`src/rtl/display_scanner.sv`:
```
// display_scanner: multiplexed 7-segment scanner with per-frame input snapshot,
// leading-zero suppression, inter-digit blanking and brightness windowing.
module display_scanner #(
    parameter int N_DIGITOS    = 4,
    parameter int CLK_DIV      = 500,
    parameter int T_MUESTRA    = 100,
    parameter int T_BLANKING   = 10,
    parameter int DIG_ACT_BAJO = 1,
    parameter int SEG_ACT_BAJO = 0
) (
    input  logic                   clk,
    input  logic                   reset_n,
    input  logic [4*N_DIGITOS-1:0] numero,
    input  logic [N_DIGITOS-1:0]   puntos,
    input  logic [N_DIGITOS-1:0]   apagar,
    input  logic                   supresion_ceros,
    input  logic [3:0]             brillo,
    output logic [7:0]             segmentos,
    output logic [N_DIGITOS-1:0]   digitos,
    output logic                   frame_tick
);
    localparam int PW = $clog2(CLK_DIV);
    localparam logic [N_DIGITOS-1:0] DIG_OFF = (DIG_ACT_BAJO != 0) ? '1 : '0;
    localparam logic [7:0] SEG_OFF = (SEG_ACT_BAJO != 0) ? '1 : '0;
    typedef enum logic {MUESTRA, BLANKING} state_t;
    state_t state, state_n;
    logic [PW-1:0] pres;
    logic tick, new_frame, z, bl, pt, lit;
    logic [2:0] idx, idx_n;
    logic [9:0] cnt, cnt_n, k;
    logic [4*N_DIGITOS-1:0] s_num, s_num_n;
    logic [N_DIGITOS-1:0] s_pts, s_pts_n, s_apg, s_apg_n, dig_on;
    logic s_sup, s_sup_n;
    logic [3:0] s_bri, s_bri_n, nib;
    logic [7:0] seg_on;
    logic [15:0] k16, win16;
    function automatic logic [6:0] dec(input logic [3:0] n);
        case (n)
            4'h0: dec = 7'h3F; 4'h1: dec = 7'h06; 4'h2: dec = 7'h5B; 4'h3: dec = 7'h4F;
            4'h4: dec = 7'h66; 4'h5: dec = 7'h6D; 4'h6: dec = 7'h7D; 4'h7: dec = 7'h07;
            4'h8: dec = 7'h7F; 4'h9: dec = 7'h6F; 4'hA: dec = 7'h77; 4'hB: dec = 7'h7C;
            4'hC: dec = 7'h39; 4'hD: dec = 7'h5E; 4'hE: dec = 7'h79; default: dec = 7'h71;
        endcase
    endfunction
    assign tick = pres == PW'(CLK_DIV - 1);
    always_ff @(posedge clk or negedge reset_n) begin
        if (!reset_n) pres <= '0;
        else pres <= tick ? '0 : pres + PW'(1);
    end
    always_comb begin
        state_n   = state;
        idx_n     = idx;
        cnt_n     = cnt;
        new_frame = 1'b0;
        if (tick) begin
            if (cnt == 10'd0) begin
                if (state == MUESTRA) begin
                    state_n = BLANKING;
                    cnt_n   = 10'(T_BLANKING - 1);
                end else begin
                    state_n   = MUESTRA;
                    idx_n     = (idx == 3'd0) ? 3'(N_DIGITOS - 1) : idx - 3'd1;
                    cnt_n     = 10'(T_MUESTRA - 1);
                    new_frame = idx == 3'd0;
                end
            end else cnt_n = cnt - 10'd1;
        end
    end
    assign s_num_n = new_frame ? numero : s_num;
    assign s_pts_n = new_frame ? puntos : s_pts;
    assign s_apg_n = new_frame ? apagar : s_apg;
    assign s_sup_n = new_frame ? supresion_ceros : s_sup;
    assign s_bri_n = new_frame ? brillo : s_bri;
    // Outputs are derived from next-cycle values so they change on the same edge as the FSM.
    always_comb begin
        z   = 1'b1;
        nib = 4'd0;
        pt  = 1'b0;
        bl  = 1'b0;
        for (int i = N_DIGITOS - 1; i >= 0; i--) begin
            z = z & (s_num_n[4*i +: 4] == 4'd0);
            if (3'(i) == idx_n) begin
                nib = s_num_n[4*i +: 4];
                pt  = s_pts_n[i];
                bl  = s_apg_n[i] | (s_sup_n & z & (i != 0));
            end
        end
    end
    assign k      = 10'(T_MUESTRA - 1) - cnt_n;
    assign k16    = {2'b00, k, 4'b0000};
    assign win16  = 16'({1'b0, s_bri_n} + 5'd1) * 16'(T_MUESTRA);
    assign lit    = (state_n == MUESTRA) && !bl && (k16 < win16);
    assign dig_on = lit ? N_DIGITOS'(1) << idx_n : '0;
    assign seg_on = lit ? {pt, dec(nib)} : 8'h00;
    always_ff @(posedge clk or negedge reset_n) begin
        if (!reset_n) begin
            state      <= BLANKING;
            idx        <= '0;
            cnt        <= '0;
            s_num      <= '0;
            s_pts      <= '0;
            s_apg      <= '0;
            s_sup      <= 1'b0;
            s_bri      <= '0;
            digitos    <= DIG_OFF;
            segmentos  <= SEG_OFF;
            frame_tick <= 1'b0;
        end else begin
            state      <= state_n;
            idx        <= idx_n;
            cnt        <= cnt_n;
            s_num      <= s_num_n;
            s_pts      <= s_pts_n;
            s_apg      <= s_apg_n;
            s_sup      <= s_sup_n;
            s_bri      <= s_bri_n;
            digitos    <= dig_on ^ DIG_OFF;
            segmentos  <= seg_on ^ SEG_OFF;
            frame_tick <= new_frame;
        end
    end
endmodule

```
`config.mk`:
```
export PLATFORM = sky130hd
export DESIGN_NAME = display_scanner
export DESIGN_NICKNAME = d
export VERILOG_FILES = /design/src/rtl/display_scanner.sv
export SDC_FILE = /design/constraint.sdc
export NUM_CORES = 1
export LEC_CHECK = 0
export CAP_MARGIN = 20
export CORE_MARGIN = 3
export CORE_UTILIZATION = 57
export CTS_CLUSTER_DIAMETER = 50
export DETAILED_ROUTE_END_ITERATION = 6
export PLACE_DENSITY_LB_ADDON = 0.08
export SKIP_CTS_REPAIR_TIMING = 1
export SYNTH_ARGS = -nofsm -noshare
export SYNTH_HDL_FRONTEND = slang
export SYNTH_SLANG_ARGS = --single-unit
```
`constraint.sdc`:
```
create_clock -name clk -period 5.85 [get_ports clk]
set_input_delay 0.585 -clock clk [delete_from_list [all_inputs] [get_ports clk]]
set_output_delay 0.585 -clock clk [all_outputs]
set_load 0.1 [all_outputs]
```
==> impl_metrics.json <==
{
  "status": "finished clean",
  "dpl.hpwl_um": 6530,
  "root_buffer": "clkbuf_8",
  "synth_area_leaders": "dfrtp_1 36%, ha_1 11%, nand2_1 8.0%",
  "ant_nets": 0,
  "fmax_mhz": 181,
  "cts.path.max_buffers": 2,
  "synth_enable_flop_cells": 0,
  "vias": 3440,
  "syn_avg_cell_area_um2": 9.23,
  "maxSlewViolCount": 0,
  "finalCritPeriodShare": 0.942,
  "power_leakage_nw": 2.30,
  "power_density_nw_per_um2": 195,
  "synth_most_common_cell": "nand2_1",
  "cp-start-kind": "flop",
  "synth.distinct_cells": 67,
  "place_ws_ns": 0.258,
  "drive_above_1_share": 0.107,
  "avgRoutedWirePerCell_um": 14.8,
  "arrival_ns": 5.76,
  "final_hold_viol_count": 0,
  "cts_tree": "yes",
  "grt_usage": 0.226,
  "drt_first_pass_iters": 4,
  "numCtsBuffers": 9,
  "crit_required_ns": 6.10,
  "drc": 0,
  "ys_warn_count": 0,
  "seq_area_frac_synth": 0.390,
  "coreArea_um2": 6940,
  "dieArea_um2": 8410,
  "grt_pass1_wl_um": 15300,
  "syn-num-nets": 523,
  "synthArstFlopShare": 1.00,
  "io_pins": 44,
  "fin_nets": 569,
  "critPathMaxFanout": 12,
  "nFillCells": 544,
  "ys_seq_elements": 65,
  "final.setup.worst_slack_ns": 0.339,
  "multiInputGateArea_um2": 2340,
  "h-tree-depth": 3,
  "rsz0062_at_grt": "no",
  "ir_drop_mv": 0.125,
  "synthCells": 454,
  "tns_ns": 0,
  "grt_overflow": 0,
  "grt_max_degree": 66,
  "fin_crit_ns": 5.51,
  "synth_top_area_frac": 0.358,
  "die_x_um": 91.7,
  "drtIter0Drc": 216,
  "setup_viol": 0,
  "grt_pass1_vias": 3355,
  "drv_cap": 0,
  "gp_congestion": 0.799,
  "regArea_um2": 1630,
  "start_util": 0.603,
  "port_buffers": 43,
  "syn_to_final_growth_pct": 17.7,
  "tightest_slew_ns": 0.969,
  "die_h_um": 91.7,
  "antenna_found_initial": 0,
  "clk_pin_slew_worst_paths_ns": 0.07,
  "synth_ff_type": "dfrtp_1",
  "syn-cell-area_um2": 4190,
  "insertion_delay_ns": 0.34,
  "maxSlewHeadroom": 0.352,
  "yosysTopAreaCell": "dfrtp_1",
  "endpoint_kind": "flop",
  "row_count": 30,
  "netlist_top_cells_count": "89 x nand2_1, 60 x dfrtp_1, 37 x ha_1, 34 x inv_1, 29 x nor2_1",
  "hold_class": "input port to asynchronous set/reset pin",
  "path_class": "flop to flop",
  "viasPerCell": 5.72,
  "cts.sinks": 65,
  "antenna_cells": 0,
  "wl_um": 8880,
  "fin_skew_ns": 0.0151
}
## cells in the final DEF (no fill, tap or decap), types with 7 or more instances in the layout
| master | instances |
|---|---|
| nor2_1 | 29 |
| buf_4 | 10 |
| dfrtp_1 | 60 |
| a21o_1 | 7 |
| a21oi_1 | 21 |
| clkdlybuf4s50_1 | 42 |
| nand2_1 | 89 |
| ha_1 | 36 |
| inv_1 | 34 |
| xnor2_1 | 13 |
| nand3_1 | 10 |
| o21ai_0 | 8 |
| nor3_1 | 11 |
| mux2i_1 | 8 |
| clkbuf_8 | 11 |
## path summary, 6_finish.rpt
kind	start	endpoint	slack, ns	cells past startpoint
worst max register to register	cnt[0]	segmentos[3]	0.34	23
min in group clk	s_num[1]	s_num[1]	0.48	2
worst min register to register	s_num[1]	s_num[1]	0.48	2
worst max-delay path	cnt[0]	segmentos[3]	0.34	23
worst min-delay path	reset_n	pres[4]	0.40	2
max in group asynchronous	reset_n	cnt[6]	4.89	2
## state kept, by name (all words and copies together), names as in the netlist, 4 cells and up
signal / flops
digitos: 4
s_apg: 4
segmentos: 8
s_num: 16
pres: 9
s_bri: 4
cnt: 10
s_pts: 4
## critical path: stages, from the launching register on
cell       delay [ns]
dfrtp_1          0.42
inv_1            0.09
ha_1             0.14
nor3b_2          0.18
buf_4            0.17
nand4_1          0.09
or3_1            0.39
nand2_1          0.11
nand2_1          0.13
and3_1           0.23
xnor2_1          0.30
ha_1             0.30
ha_1             0.29
ha_1             0.30
ha_1             0.34
xnor2_1          0.18
ha_1             0.26
a21oi_1          0.13
o21ai_0          0.10
a21o_1           0.20
a211o_1          0.33
a2111oi_4        0.30
buf_4            0.24
a21boi_1         0.19
## cell families after synthesis
logic type | synth area share
adders and majority gates | 0.115
buffers and inverters | 0.0582
and+or+nand+nor | 0.222
DFF | 0.390
AOI/OAI and AO/OA | 0.129
xor gates and xnor gates | 0.0397
muxes | 0.0460
## power by group
group	internal, W	switching (W)
clock	0.000219	0.000172
combinational	0.0000588	0.0000585
sequential	0.000452	0.00000118
total	0.000730	0.000231
## metrics by stage
stage	total power (W)	hold WS, ns	util	instance area (um^2)	cells
finish	0.000961	0.402	0.710	4930	601
global route	0.000997	0.475	0.710	4930	601
CTS	0.000963	0.452	0.706	4900	601
detailed placement	0.000579	0.453	0.677	4700	585
global placement	0.000574	0.444	0.677	4700	585
floorplan	0.000530	0.289	-	4190	454
## final cells by class
| type | count | share of cell area |
|---|---|---|
| multi-input cells | 336 | 0.476 |
| flip-flops and latches | 65 | 0.331 |
| repair buffers | 53 | 0.102 |
| clock buffers | 13 | 0.0322 |
| inverters | 35 | 0.0267 |
| well taps | 96 | 0.0244 |
| clock inverters | 3 | 0.00812 |
## layer usage
metal  share of wire  wire length [um]  GRT usage  up-vias
met3           0.050               445     0.0443       14
met5               0                 0          0        -
li1                -                 -          -     1664
met4           0.016               144     0.0792        0
met1            0.46              4110      0.302     1675
met2            0.47              4190      0.368       87
Note: power is estimated with default switching activity, not from simulation.
